File: src/rtl/timer_pkg.sv
// Shared definitions for the multi-channel countdown timer: channel mode
// encoding and default sizing constants.
package timer_pkg;

    typedef enum logic [0:0] {
        ONE_SHOT    = 1'b0,
        AUTO_RELOAD = 1'b1
    } timer_mode_e;

    localparam int DEF_WIDTH      = 8;
    localparam int DEF_CHANNELS   = 4;
    localparam int DEF_PRESCALE_W = 4;

endpackage : timer_pkg

File: src/rtl/timer_channel.sv
// One countdown channel: count and reload registers, load/decrement
// arbitration and the registered expiry pulse.
module timer_channel
    import timer_pkg::*;
#(
    parameter int WIDTH = DEF_WIDTH
) (
    input  logic             clk,
    input  logic             rst_n,
    input  logic             enable,
    input  logic             load,
    input  logic [WIDTH-1:0] load_value,
    input  timer_mode_e      mode,
    input  logic             tick,
    output logic [WIDTH-1:0] count,
    output logic             expire
);

    localparam logic [WIDTH-1:0] CNT_ZERO = {WIDTH{1'b0}};
    localparam logic [WIDTH-1:0] CNT_ONE  = {{(WIDTH-1){1'b0}}, 1'b1};

    logic [WIDTH-1:0] count_r;
    logic [WIDTH-1:0] reload_r;
    logic             expire_r;
    logic [WIDTH-1:0] count_nxt_s;
    logic [WIDTH-1:0] reload_nxt_s;
    logic             expire_nxt_s;

    // Next-state: load beats decrement; mode is only consulted at the 1->0 step.
    always_comb begin
        count_nxt_s  = count_r;
        reload_nxt_s = reload_r;
        expire_nxt_s = 1'b0;
        if (load) begin
            count_nxt_s  = load_value;
            reload_nxt_s = load_value;
        end else if (enable && tick && (count_r != CNT_ZERO)) begin
            if (count_r == CNT_ONE) begin
                expire_nxt_s = 1'b1;
                case (mode)
                    AUTO_RELOAD: count_nxt_s = reload_r;
                    ONE_SHOT:    count_nxt_s = CNT_ZERO;
                    default:     count_nxt_s = CNT_ZERO;
                endcase
            end else begin
                count_nxt_s = count_r - CNT_ONE;
            end
        end else begin
            count_nxt_s = count_r;
        end
    end

    // Channel state registers.
    always_ff @(posedge clk or negedge rst_n) begin
        if (!rst_n) begin
            count_r  <= CNT_ZERO;
            reload_r <= CNT_ZERO;
            expire_r <= 1'b0;
        end else begin
            count_r  <= count_nxt_s;
            reload_r <= reload_nxt_s;
            expire_r <= expire_nxt_s;
        end
    end

    assign count  = count_r;
    assign expire = expire_r;

endmodule : timer_channel

File: src/rtl/multi_timer.sv
// Bank of independent countdown timers sharing one optional tick prescaler.
// Prescaler is compiled in only when MULTI_TIMER_PRESCALER_EN is defined.
module multi_timer
    import timer_pkg::*;
#(
    parameter int WIDTH      = DEF_WIDTH,
    parameter int CHANNELS   = DEF_CHANNELS,
    parameter int PRESCALE_W = DEF_PRESCALE_W
) (
    input  logic                      clk,
    input  logic                      rst_n,
    input  logic [CHANNELS-1:0]       enable,
    input  logic [CHANNELS-1:0]       load,
    input  logic [CHANNELS*WIDTH-1:0] load_value,
    input  logic [CHANNELS-1:0]       auto_reload,
`ifdef MULTI_TIMER_PRESCALER_EN
    input  logic [PRESCALE_W-1:0]     prescale,
`endif
    output logic [CHANNELS*WIDTH-1:0] count,
    output logic [CHANNELS-1:0]       zero,
    output logic [CHANNELS-1:0]       expire,
    output logic                      busy
);

    logic tick_s;

`ifdef MULTI_TIMER_PRESCALER_EN
    localparam logic [PRESCALE_W-1:0] PS_ZERO = {PRESCALE_W{1'b0}};
    localparam logic [PRESCALE_W-1:0] PS_ONE  = {{(PRESCALE_W-1){1'b0}}, 1'b1};

    logic [PRESCALE_W-1:0] ps_r;
    logic [PRESCALE_W-1:0] ps_nxt_s;

    // Tick fires when the shared divider has reached the programmed terminal value.
    always_comb begin
        ps_nxt_s = ps_r;
        if (ps_r >= prescale) begin
            tick_s   = 1'b1;
            ps_nxt_s = PS_ZERO;
        end else begin
            tick_s   = 1'b0;
            ps_nxt_s = ps_r + PS_ONE;
        end
    end

    // Shared prescaler register.
    always_ff @(posedge clk or negedge rst_n) begin
        if (!rst_n) begin
            ps_r <= PS_ZERO;
        end else begin
            ps_r <= ps_nxt_s;
        end
    end
`else
    assign tick_s = 1'b1;
`endif

    genvar gi;
    generate
        for (gi = 0; gi < CHANNELS; gi++) begin : g_chan
            timer_channel #(
                .WIDTH (WIDTH)
            ) u_chan (
                .clk        (clk),
                .rst_n      (rst_n),
                .enable     (enable[gi]),
                .load       (load[gi]),
                .load_value (load_value[gi*WIDTH +: WIDTH]),
                .mode       (timer_mode_e'(auto_reload[gi])),
                .tick       (tick_s),
                .count      (count[gi*WIDTH +: WIDTH]),
                .expire     (expire[gi])
            );
            assign zero[gi] = (count[gi*WIDTH +: WIDTH] == {WIDTH{1'b0}});
        end
    endgenerate

    assign busy = |(~zero);

endmodule : multi_timer

File: config.mk
export PLATFORM = sky130hd
export DESIGN_NAME = multi_timer
export DESIGN_NICKNAME = d
export VERILOG_FILES = /design/src/rtl/timer_pkg.sv /design/src/rtl/timer_channel.sv /design/src/rtl/multi_timer.sv
export SDC_FILE = /design/constraint.sdc
export NUM_CORES = 1
export LEC_CHECK = 0
export ABC_AREA = 1
export CAP_MARGIN = 40
export CORE_MARGIN = 5
export CORE_UTILIZATION = 35
export DETAILED_ROUTE_END_ITERATION = 8
export PLACE_DENSITY_LB_ADDON = 0.1
export RECOVER_POWER = 50
export SLEW_MARGIN = 25
export SYNTH_ARGS = -nofsm -noshare
export SYNTH_HDL_FRONTEND = slang
export SYNTH_SLANG_ARGS = --single-unit
File: constraint.sdc
create_clock -name clk -period 1.59 [get_ports clk]
set_clock_uncertainty 0.1 [all_clocks]
set_input_delay 0.159 -clock clk [delete_from_list [all_inputs] [get_ports clk]]
set_output_delay 0.159 -clock clk [all_outputs]
set_load 0.01 [all_outputs]
==> impl_metrics.env, run 1 <==
export IMPL_switching_share_pct=35.4
export IMPL_grt_pass1_wl_um=19300
export IMPL_min_period_ps=1650
export IMPL_preCtsSetupSlack_ps=-202
export IMPL_status="finished, violations left"
export IMPL_clkSlewWorstSetupHoldPaths_ps=60
export IMPL_detail_route_wl_per_cell_um=13.4
export IMPL_yosys_area_top_type_share_pct=41.1
export IMPL_antenna_found_initial=0
export IMPL_yosysTopAreaCell="dfrtp_1"
export IMPL_cp_num_buf_inv=2
export IMPL_whs_ps=289
export IMPL_layout_drive_gt1_share_pct=28.2
export IMPL_synth_most_common_cell="nand2_1"
export IMPL_core_area_mm2=0.0115
export IMPL_crit_type="flip-flop to output port"
export IMPL_rsz0062_at_grt="yes"
export IMPL_yosysWarnings=0
export IMPL_drt_iter0_markers=180
export IMPL_dp_hpwl_um=8450
export IMPL_finalHoldViolations=0
export IMPL_wl_um=12200
export IMPL_num_rows=39
export IMPL_violations="setup timing"
export IMPL_maxSlewHeadroom_pct=33.8
export IMPL_avgSynthCellArea_um2=7.02
export IMPL_synth_edf_count=0
export IMPL_worstPathArrival_ps=1400
export IMPL_syn2layout_area_growth_pct=55.5
export IMPL_die_area_mm2=0.0141
export IMPL_max_slew_worst_pin_slew_ps=993
export IMPL_first_pass_iters=4
export IMPL_reg2reg_depth=9
export IMPL_die_w_um=119
export IMPL_fin_crit_sh_pct=104
export IMPL_end_kind="output port"
export IMPL_worstHoldPathCells=3
export IMPL_n_antenna_cell=0
export IMPL_grt_pass1_vias=4160
export IMPL_pwr_share_comb_pct=39.8
export IMPL_drcViolationCount=0
export IMPL_synth_seq_cells=68
export IMPL_setup_viol=7
export IMPL_dp_cells=872
export IMPL_p_switching_uw=2320
export IMPL_hold_end="g_chan[0].u_chan.reload_r[3]"
export IMPL_gp_congestion=0.854
export IMPL_p_seq_share_pct=32.2
export IMPL_r2r_start="g_chan[3].u_chan.count[5]"
export IMPL_io_pins=87
export IMPL_drv_cap=0
export IMPL_numCtsBuffers=9
export IMPL_hold_start="load_value[3]"
export IMPL_dr_total_vias=4262
export IMPL_yosysSeqAreaShare_pct=41.1
export IMPL_grt_start_max_net_pins=69
export IMPL_critical_path_max_stage_delay_ps=390
export IMPL_slew_violations=0
export IMPL_nets=818
export IMPL_syn_nets=648
export IMPL_crit_fanout=2
export IMPL_htree_levels=3
export IMPL_fin_cells=908
export IMPL_die_y_um=119
export IMPL_ctsLongestPathBuffers=2
export IMPL_cts_tree="yes"
export IMPL_initial_core_util_pct=36.0
export IMPL_clkPwrFrac_pct=28.0
export IMPL_cts_sinks=68
export IMPL_synth_cells=590
export IMPL_power_density_mw_per_mm2=1020
export IMPL_p_int_uw=4230
export IMPL_cp_required_ps=1330
export IMPL_async_flop_share_pct=100
export IMPL_synth_area_leaders="dfrtp_1, nand2_1, nor2_1"
export IMPL_crit_chain="inv_2, ha_4, nand2_4, nor2_4, nand4_1, buf_4"
export IMPL_viasPerCell=4.69
export IMPL_cts_root_buf="clkbuf_16"
export IMPL_cp_slowest_cell="dfrtp_1"
export IMPL_ys_types=30
export IMPL_crit_family="flip-flops"
export IMPL_total_power_uw=6550
export IMPL_hp_class="primary input to flip-flop"
export IMPL_clkLatencyLatePin_ps=330
export IMPL_grt_overflow_total=0
export IMPL_setup_slack_ps=-64.4
export IMPL_ir_drop_uv=947
export IMPL_start_kind="flip-flop"
export IMPL_fill_cells=1103
export IMPL_io_buffer_count=86
export IMPL_syn_area_mm2=0.00414
export IMPL_track_usage_pct=16.6
export IMPL_synthTopCellsByCount="nand2_1, dfrtp_1, nor2_1, inv_1, nand3_1"
export IMPL_postRouteAntennaNets=0
export IMPL_r2r_setup_slack_ps=-20
export IMPL_leakage_uw=0.00338
export IMPL_max_freq_mhz=604
export IMPL_synth_flop_cell="dfrtp_1"
export IMPL_timing_rr_end="g_chan[3].u_chan.count[4]"
-- worst reg2reg max path, delay by kind of cell, from the launching register on --
kind | cells | cell delay, ps
AND/OR/NAND/NOR | 6 | 590
flip-flops | 1 | 380
buffers and inverters | 2 | 290
AO/OA/AOI/OAI | 1 | 180
-- area by class of cell --
class,instances,area (µm²),area share (%)
Multi-Input combinational cell,452,2590,40.1
Sequential cell,68,1700,26.4
Timing Repair Buffer,168,1470,22.9
Clock buffer,11,243,3.77
Inverter,61,234,3.63
Tap cell,143,179,2.78
Clock inverter,5,27.5,0.427
-- worst max-delay path by stage --
stage                                    startpoint                   endpoint  slack, ps  cells after the start
final                     g_chan[2].u_chan.count[0]                       busy        -60                      6
after global routing      g_chan[3].u_chan.count[1]                       busy       -140                      6
after CTS                 g_chan[0].u_chan.count[1]                       busy        -90                      6
after detailed placement  g_chan[0].u_chan.count[1]                       busy       -200                      6
after global placement    g_chan[0].u_chan.count[0]                       busy       -150                      6
after floorplan           g_chan[1].u_chan.count[0]  g_chan[1].u_chan.count[2]        110                      9
-- cells by family (layout without fill, tap and decap cells) --
group	Yosys count	count (layout)	synth area share, %
and+or+nand+nor	398	404	41.9
adders and majority gates	12	12	3.62
DFF	68	68	41.1
buffers and inverters	76	245	7.82
xor gates and xnor gates	2	2	0.423
AOI/OAI and AO/OA	34	34	5.16
-- sequential cells by signal (all words and copies together), names as in the netlist --
name and cells:
g_chan.u_chan.count 32, g_chan.u_chan.reload_r 32, g_chan.u_chan.expire 4
-- routing by layer --
metal / GRT usage, % / share of wire, % / vias to the layer above
li1: - / - / 2190
met1: 20.5 / 44 / 1968
met2: 27.4 / 50 / 91
met3: 5.21 / 5.1 / 13
met4: 5.79 / 1.2 / 0
met5: 0 / 0 / -
-- timing repair --
| action | CTS | global route |
|---|---|---|
| hold buffers | 1 | 0 |
| setup endpoints to repair | 57 | 37 |
| gates resized for setup | 74 | 109 |
| buffers inserted | 1 | 12 |
| cloned | 3 | 3 |
| pin swaps | 14 | 55 |
| endpoints found under the hold margin | 68 | 0 |
-- layout by cell type, fill, tap and decap left out, drive strengths merged, types with 5 or more instances in the layout --
cell           synthesis  layout
nand2                253     256
buf                   12      86
nor2                  78      81
dfrtp                 68      68
inv                   59      60
clkdlybuf4s50          0      47
nand3                 47      47
dlygate4sd2            0      32
o21ai                 28      28
nand4                 15      15
ha                    12      12
clkbuf                 3      12
o21bai                 5       5
clkinv                 2       5
-- through the flow --
step	setup TNS (ps)	area [µm²]	util, %
5_1_grt	-2020	6440	56.0
6_report	-165	6440	56.0
3_3_place_gp	-955	5610	48.7
3_5_place_dp	-1470	5610	48.7
4_1_cts	-92.4	5920	51.4
2_1_floorplan	0	4140	-
-- power groups by stage --
stage	Sequential (µW)	Combinational, µW	Clock (µW)
after floorplan	2260	968	0
after global placement	2100	2250	0
after detailed placement	2120	2260	0
after CTS	2090	2210	1890
after global routing	2140	2890	1980
final	2110	2610	1830
Power figures use the tool's default switching activity.
==> run 2: changes to the inputs <==
--- a/config.mk
+++ b/config.mk
@@ -12,6 +12,7 @@
 export DETAILED_ROUTE_END_ITERATION = 8
 export PLACE_DENSITY_LB_ADDON = 0.1
 export RECOVER_POWER = 50
+export SKIP_CTS_REPAIR_TIMING = 1
 export SLEW_MARGIN = 25
 export SYNTH_ARGS = -nofsm -noshare
 export SYNTH_HDL_FRONTEND = slang
==> run 2 against run 1 <==
Effect of this change:
- the run still ends with setup timing left
- worst hold slack improved by 0.92 ps
- non-clock buffer count fell by 3
- design area rose by 3.0%
- critical path depth did not move
- first-iteration DRC count fell by 3.9%
- via count fell by 0.80%
- die area did not move
- power rose by 1.5%
- count of clock-buffer cells in the layout did not move
- combinational power rose by 3%
- global-route usage fell by 0.44 points
- critical endpoint unchanged
- largest cell class unchanged
==> impl_metrics.env, run 2 (synthesis gave the netlist of run 1 again) <==
export IMPL_cts_root_buf="clkbuf_16"
export IMPL_worstPathArrival_ps=1400
export IMPL_die_area_mm2=0.0141
export IMPL_dp_hpwl_um=8450
export IMPL_status="finished, violations left"
export IMPL_io_pins=87
export IMPL_cp_required_ps=1330
export IMPL_htree_levels=3
export IMPL_whs_ps=290
export IMPL_min_period_ps=1660
export IMPL_io_buffer_count=86
export IMPL_grt_start_max_net_pins=69
export IMPL_first_pass_iters=4
export IMPL_initial_core_util_pct=36.0
export IMPL_maxSlewHeadroom_pct=34.2
export IMPL_grt_pass1_vias=4030
export IMPL_dp_cells=872
export IMPL_violations="setup timing"
export IMPL_end_kind="output port"
export IMPL_max_freq_mhz=604
export IMPL_n_antenna_cell=0
export IMPL_postRouteAntennaNets=0
export IMPL_final_cell_mix="nand2_1, dfrtp_1, buf_4"
export IMPL_gp_congestion=0.854
export IMPL_dr_total_vias=4228
export IMPL_syn2layout_area_growth_pct=60.3
export IMPL_die_y_um=119
export IMPL_grt_overflow_total=0
export IMPL_final_common_cell="nand2_1"
export IMPL_ir_drop_uv=948
export IMPL_finalHoldViolations=0
export IMPL_crit_fanout=2
export IMPL_viasPerCell=4.68
export IMPL_fin_cells=904
export IMPL_power_density_mw_per_mm2=1000
export IMPL_num_rows=39
export IMPL_postLayoutCoreUtil_pct=57.7
export IMPL_slew_violations=0
export IMPL_nets=814
export IMPL_layout_drive_gt1_share_pct=31.1
export IMPL_cts_tree="yes"
export IMPL_detail_route_wl_per_cell_um=13.4
export IMPL_rsz0062_at_grt="yes"
export IMPL_grt_pass1_wl_um=18800
export IMPL_setup_slack_ps=-65.4
export IMPL_hp_class="primary input to flip-flop"
export IMPL_drt_iter0_markers=173
export IMPL_numCtsBuffers=9
export IMPL_drv_cap=0
export IMPL_crit_type="flip-flop to output port"
export IMPL_critical_path_max_stage_delay_ps=390
export IMPL_max_slew_worst_pin_slew_ps=987
export IMPL_track_usage_pct=16.2
export IMPL_leakage_uw=0.00368
export IMPL_ctsLongestPathBuffers=2
export IMPL_clkSlewWorstSetupHoldPaths_ps=60
export IMPL_antenna_found_initial=0
export IMPL_cp_slowest_cell="dfrtp_1"
export IMPL_fin_crit_sh_pct=104
export IMPL_crit_chain="inv_2, ha_4, nand2_4, nor2_4, nand4_1, buf_4"
export IMPL_cts_sinks=68
export IMPL_start_kind="flip-flop"
export IMPL_clkLatencyLatePin_ps=330
export IMPL_drcViolationCount=0
export IMPL_setup_tns_ps=-143
export IMPL_setup_viol=6
export IMPL_die_w_um=119
export IMPL_core_area_mm2=0.0115
export IMPL_wl_um=12100
## run 2: cell count changes in the layout (fill, tap and decap cells not counted), sizes merged
cell	change
nor2	-1
clkbuf	+1
dlygate4sd2	-32
dlymetal6s2s	+32
clkinv	-1
clkinvlp	+1
buf	-4
## run 2: path summary, 6_finish.rpt
check | start | to | slack, ps | cells past startpoint
worst max-delay path | g_chan[2].u_chan.count[1] | busy | -70 | 6
worst min-delay path | load_value[2] | g_chan[0].u_chan.reload_r[2] | 290 | 3
worst max register to register | g_chan[3].u_chan.count[0] | g_chan[3].u_chan.count[4] | -50 | 10
worst min register to register | g_chan[3].u_chan.reload_r[0] | g_chan[3].u_chan.reload_r[0] | 370 | 2
max in group asynchronous | rst_n | g_chan[1].u_chan.expire | 220 | 3
min in group asynchronous | rst_n | g_chan[0].u_chan.reload_r[7] | 510 | 3
## run 2: through the flow
step,setup slack (ps),cell area (µm²),total power (µW)
after detailed placement,-202,5610,4380
after global placement,-150,5610,4350
after global routing,-160,6640,7090
after floorplan,105,4140,3230
after CTS,-582,5880,6250
final,-65.4,6640,6640
## run 2: cell type report
class	count	area, µm²
Sequential cell	68	1700
Tap cell	143	179
Fill cell	1076	4880
Clock buffer	11	243
Multi-Input combinational cell	451	2660
Inverter	61	243
Timing Repair Buffer	165	1590
Clock inverter	5	27.5
## run 2: critical path, delay by kind of cell, from the launching register on
kind                     cells  cell delay [ps]
flip-flops                   1              390
AND/OR/NAND/NOR              3              280
buffers and inverters        2              250
adder cells (fa/ha/maj)      1              140
## run 2: power by group
part           leakage (µW)  internal, µW  switching [µW]
logic               0.00270          1260            1440
registers          0.000837          1960             146
clock network      0.000135          1090             750
total               0.00368          4300            2340
## run 2: per-layer routing
metal / GRT usage [%] / share of wire [%] / up-vias
met1: 20.2 / 43 / 1943
met3: 5.01 / 5.6 / 12
met4: 4.85 / 1.2 / 0
met5: 0 / 0 / -
li1: - / - / 2185
met2: 26.9 / 50 / 88
==> run 3: changes to the inputs <==
--- a/config.mk
+++ b/config.mk
@@ -7,10 +7,12 @@
 export LEC_CHECK = 0
 export ABC_AREA = 1
 export CAP_MARGIN = 40
+export CELL_PAD_IN_SITES_DETAIL_PLACEMENT = 0
+export CELL_PAD_IN_SITES_GLOBAL_PLACEMENT = 2
 export CORE_MARGIN = 5
-export CORE_UTILIZATION = 35
+export CORE_UTILIZATION = 28
 export DETAILED_ROUTE_END_ITERATION = 8
-export PLACE_DENSITY_LB_ADDON = 0.1
+export PLACE_DENSITY = 0.84
 export RECOVER_POWER = 50
 export SKIP_CTS_REPAIR_TIMING = 1
 export SLEW_MARGIN = 25
==> run 3 against run 2 <==
Effect of this change:
- largest cell class unchanged
- non-clock buffer count grew 7
- wire length grew 4.9%
- largest power group unchanged
- combinational power shrank 4%
- register-to-register slack gained 30 ps
- final cell count grew 5.0%
- critical path depth grew 1
- the run still ends with setup timing left
==> impl_metrics.env, run 3 (synthesis gave the netlist of run 1 again) <==
export IMPL_status="finished, violations left"
export IMPL_violations="setup timing"
export IMPL_multiInputGateArea_mm2=0.00249
export IMPL_io_buffer_count=86
export IMPL_met1_usage_pct=17.5
export IMPL_clkSlewWorstSetupHoldPaths_ps=50
export IMPL_setup_slack_ps=-187
export IMPL_gp_congestion=0.810
export IMPL_worstPathArrival_ps=1520
export IMPL_power_density_mw_per_mm2=1010
export IMPL_setup_tns_ps=-274
export IMPL_ir_drop_uv=485
export IMPL_postRouteAntennaNets=0
export IMPL_htree_levels=3
export IMPL_detail_route_wl_per_cell_um=13.3
export IMPL_grt_start_max_net_pins=69
export IMPL_initial_core_util_pct=28.5
export IMPL_fin_crit_sh_pct=112
export IMPL_max_slew_worst_pin_slew_ps=984
export IMPL_nets=819
export IMPL_antenna_found_initial=0
export IMPL_met2_usage_pct=22.8
export IMPL_layout_drive_gt1_share_pct=27.1
export IMPL_crit_start="g_chan[3].u_chan.count[0]"
export IMPL_num_rows=44
export IMPL_drcViolationCount=0
export IMPL_r2r_start="g_chan[0].u_chan.count[1]"
export IMPL_die_area_mm2=0.0173
export IMPL_fill_cells=1528
export IMPL_final_cell_mix="nand2_1, buf_4, dfrtp_1"
export IMPL_dr_total_vias=4255
export IMPL_cp_required_ps=1330
export IMPL_syn2layout_area_growth_pct=58.5
export IMPL_cp_num_buf_inv=3
export IMPL_preCtsSetupSlack_ps=-288
export IMPL_grt_pass1_vias=4141
export IMPL_dp_cells=919
export IMPL_slew_violations=0
export IMPL_n_antenna_cell=0
export IMPL_r2r_setup_slack_ps=-20
export IMPL_crit_family="buffers and inverters"
export IMPL_ctsLongestPathBuffers=2
export IMPL_leakage_uw=0.00366
export IMPL_hp_class="primary input to flip-flop"
export IMPL_crit_fanout=2
export IMPL_grt_overflow_total=0
export IMPL_min_period_ps=1780
export IMPL_seq_area_mm2=0.00170
export IMPL_final_common_cell="nand2_1"
export IMPL_use_met3_pct=3.94
export IMPL_first_pass_iters=4
export IMPL_crit_type="flip-flop to output port"
export IMPL_track_usage_pct=13.8
export IMPL_hold_start="load_value[12]"
export IMPL_io_pins=87
export IMPL_dp_hpwl_um=9150
export IMPL_clkLatencyLatePin_ps=330
export IMPL_setup_viol=5
export IMPL_start_kind="flip-flop"
export IMPL_crit_chain="inv_2, ha_4, nand2_2, nor2_1, buf_4, nand4_1, buf_2"
export IMPL_viasPerCell=4.48
export IMPL_max_freq_mhz=563
export IMPL_cts_sinks=68
export IMPL_cts_root_buf="clkbuf_16"
export IMPL_end_kind="output port"
export IMPL_die_w_um=132
export IMPL_drt_iter0_markers=162
export IMPL_cts_tree="yes"
export IMPL_rsz0062_at_grt="yes"
export IMPL_critical_path_max_stage_delay_ps=380
export IMPL_fin_cells=949
export IMPL_drv_cap=0
export IMPL_busiest_layer="met2"
export IMPL_maxSlewHeadroom_pct=34.4
export IMPL_core_area_mm2=0.0145
export IMPL_postLayoutCoreUtil_pct=45.2
export IMPL_wl_um=12700
export IMPL_finalHoldViolations=0
export IMPL_grt_pass1_wl_um=19700
export IMPL_cp_slowest_cell="dfrtp_1"
export IMPL_numCtsBuffers=9
export IMPL_die_y_um=132
==> run 3: cell count changes in the layout (fill, tap and decap cells not counted), moves of 2 or more <==
cell and delta:
buf_4 +11, o21ai_0 +2, nand2_1 +15, clkbuf_8 +3
nand3_2 -6, nor2_1 +8, nand2_2 -13, ha_1 -2
nand2_4 -3, clkinv_2 -3, nor2_4 -7, ha_4 +2
buf_6 -5, nand3_1 +6
==> run 3: where the power goes <==
part / switching, µW / internal [µW] / total (µW) / leakage [µW]
Clock: 747 / 1220 / 1960 / 0.000145
Combinational: 1390 / 1210 / 2600 / 0.00268
Sequential: 137 / 1960 / 2090 / 0.000837
==> run 3: area by class of cell <==
cell class / count / area share [%]
inverter: 61 / 3.62
clock inverter: 1 / 0.0762
multi-input combinational: 449 / 38.0
timing repair buffer: 172 / 24.6
clock buffer: 14 / 4.33
tap: 184 / 3.51
sequential: 68 / 25.9
==> run 3: final timing paths <==
path | to | depth (start not counted)
worst max-delay path | busy | 7
worst min-delay path | g_chan[1].u_chan.reload_r[4] | 3
worst max register to register | g_chan[0].u_chan.count[6] | 12
worst min register to register | g_chan[3].u_chan.reload_r[7] | 2
max in group asynchronous | g_chan[3].u_chan.reload_r[5] | 3
min in group asynchronous | g_chan[0].u_chan.count[6] | 3
==> run 3: worst reg2reg max path: cells and delay by family, from the launching register on <==
| kind | cells | cell delay (ps) |
|---|---|---|
| flops | 1 | 390 |
| simple gates | 7 | 530 |
| buf+inv | 4 | 390 |
| fa+ha+maj | 1 | 120 |
==> run 3: through the flow <==
stage | total power [µW] | area (µm²) | hold WS [ps]
floorplan | 3230 | 4140 | -237
global placement | 4380 | 5700 | 123
detailed placement | 4400 | 5700 | 118
CTS | 6420 | 5990 | -246
global route | 7100 | 6570 | 311
finish | 6660 | 6570 | 300
==> run 3: layer usage <==
metal | share of wire [%] | vias to the layer above
met4 | 0.96 | 0
met5 | 0 | -
li1 | - | 2190
met3 | 4.0 | 9
met1 | 46 | 1975
met2 | 49 | 81
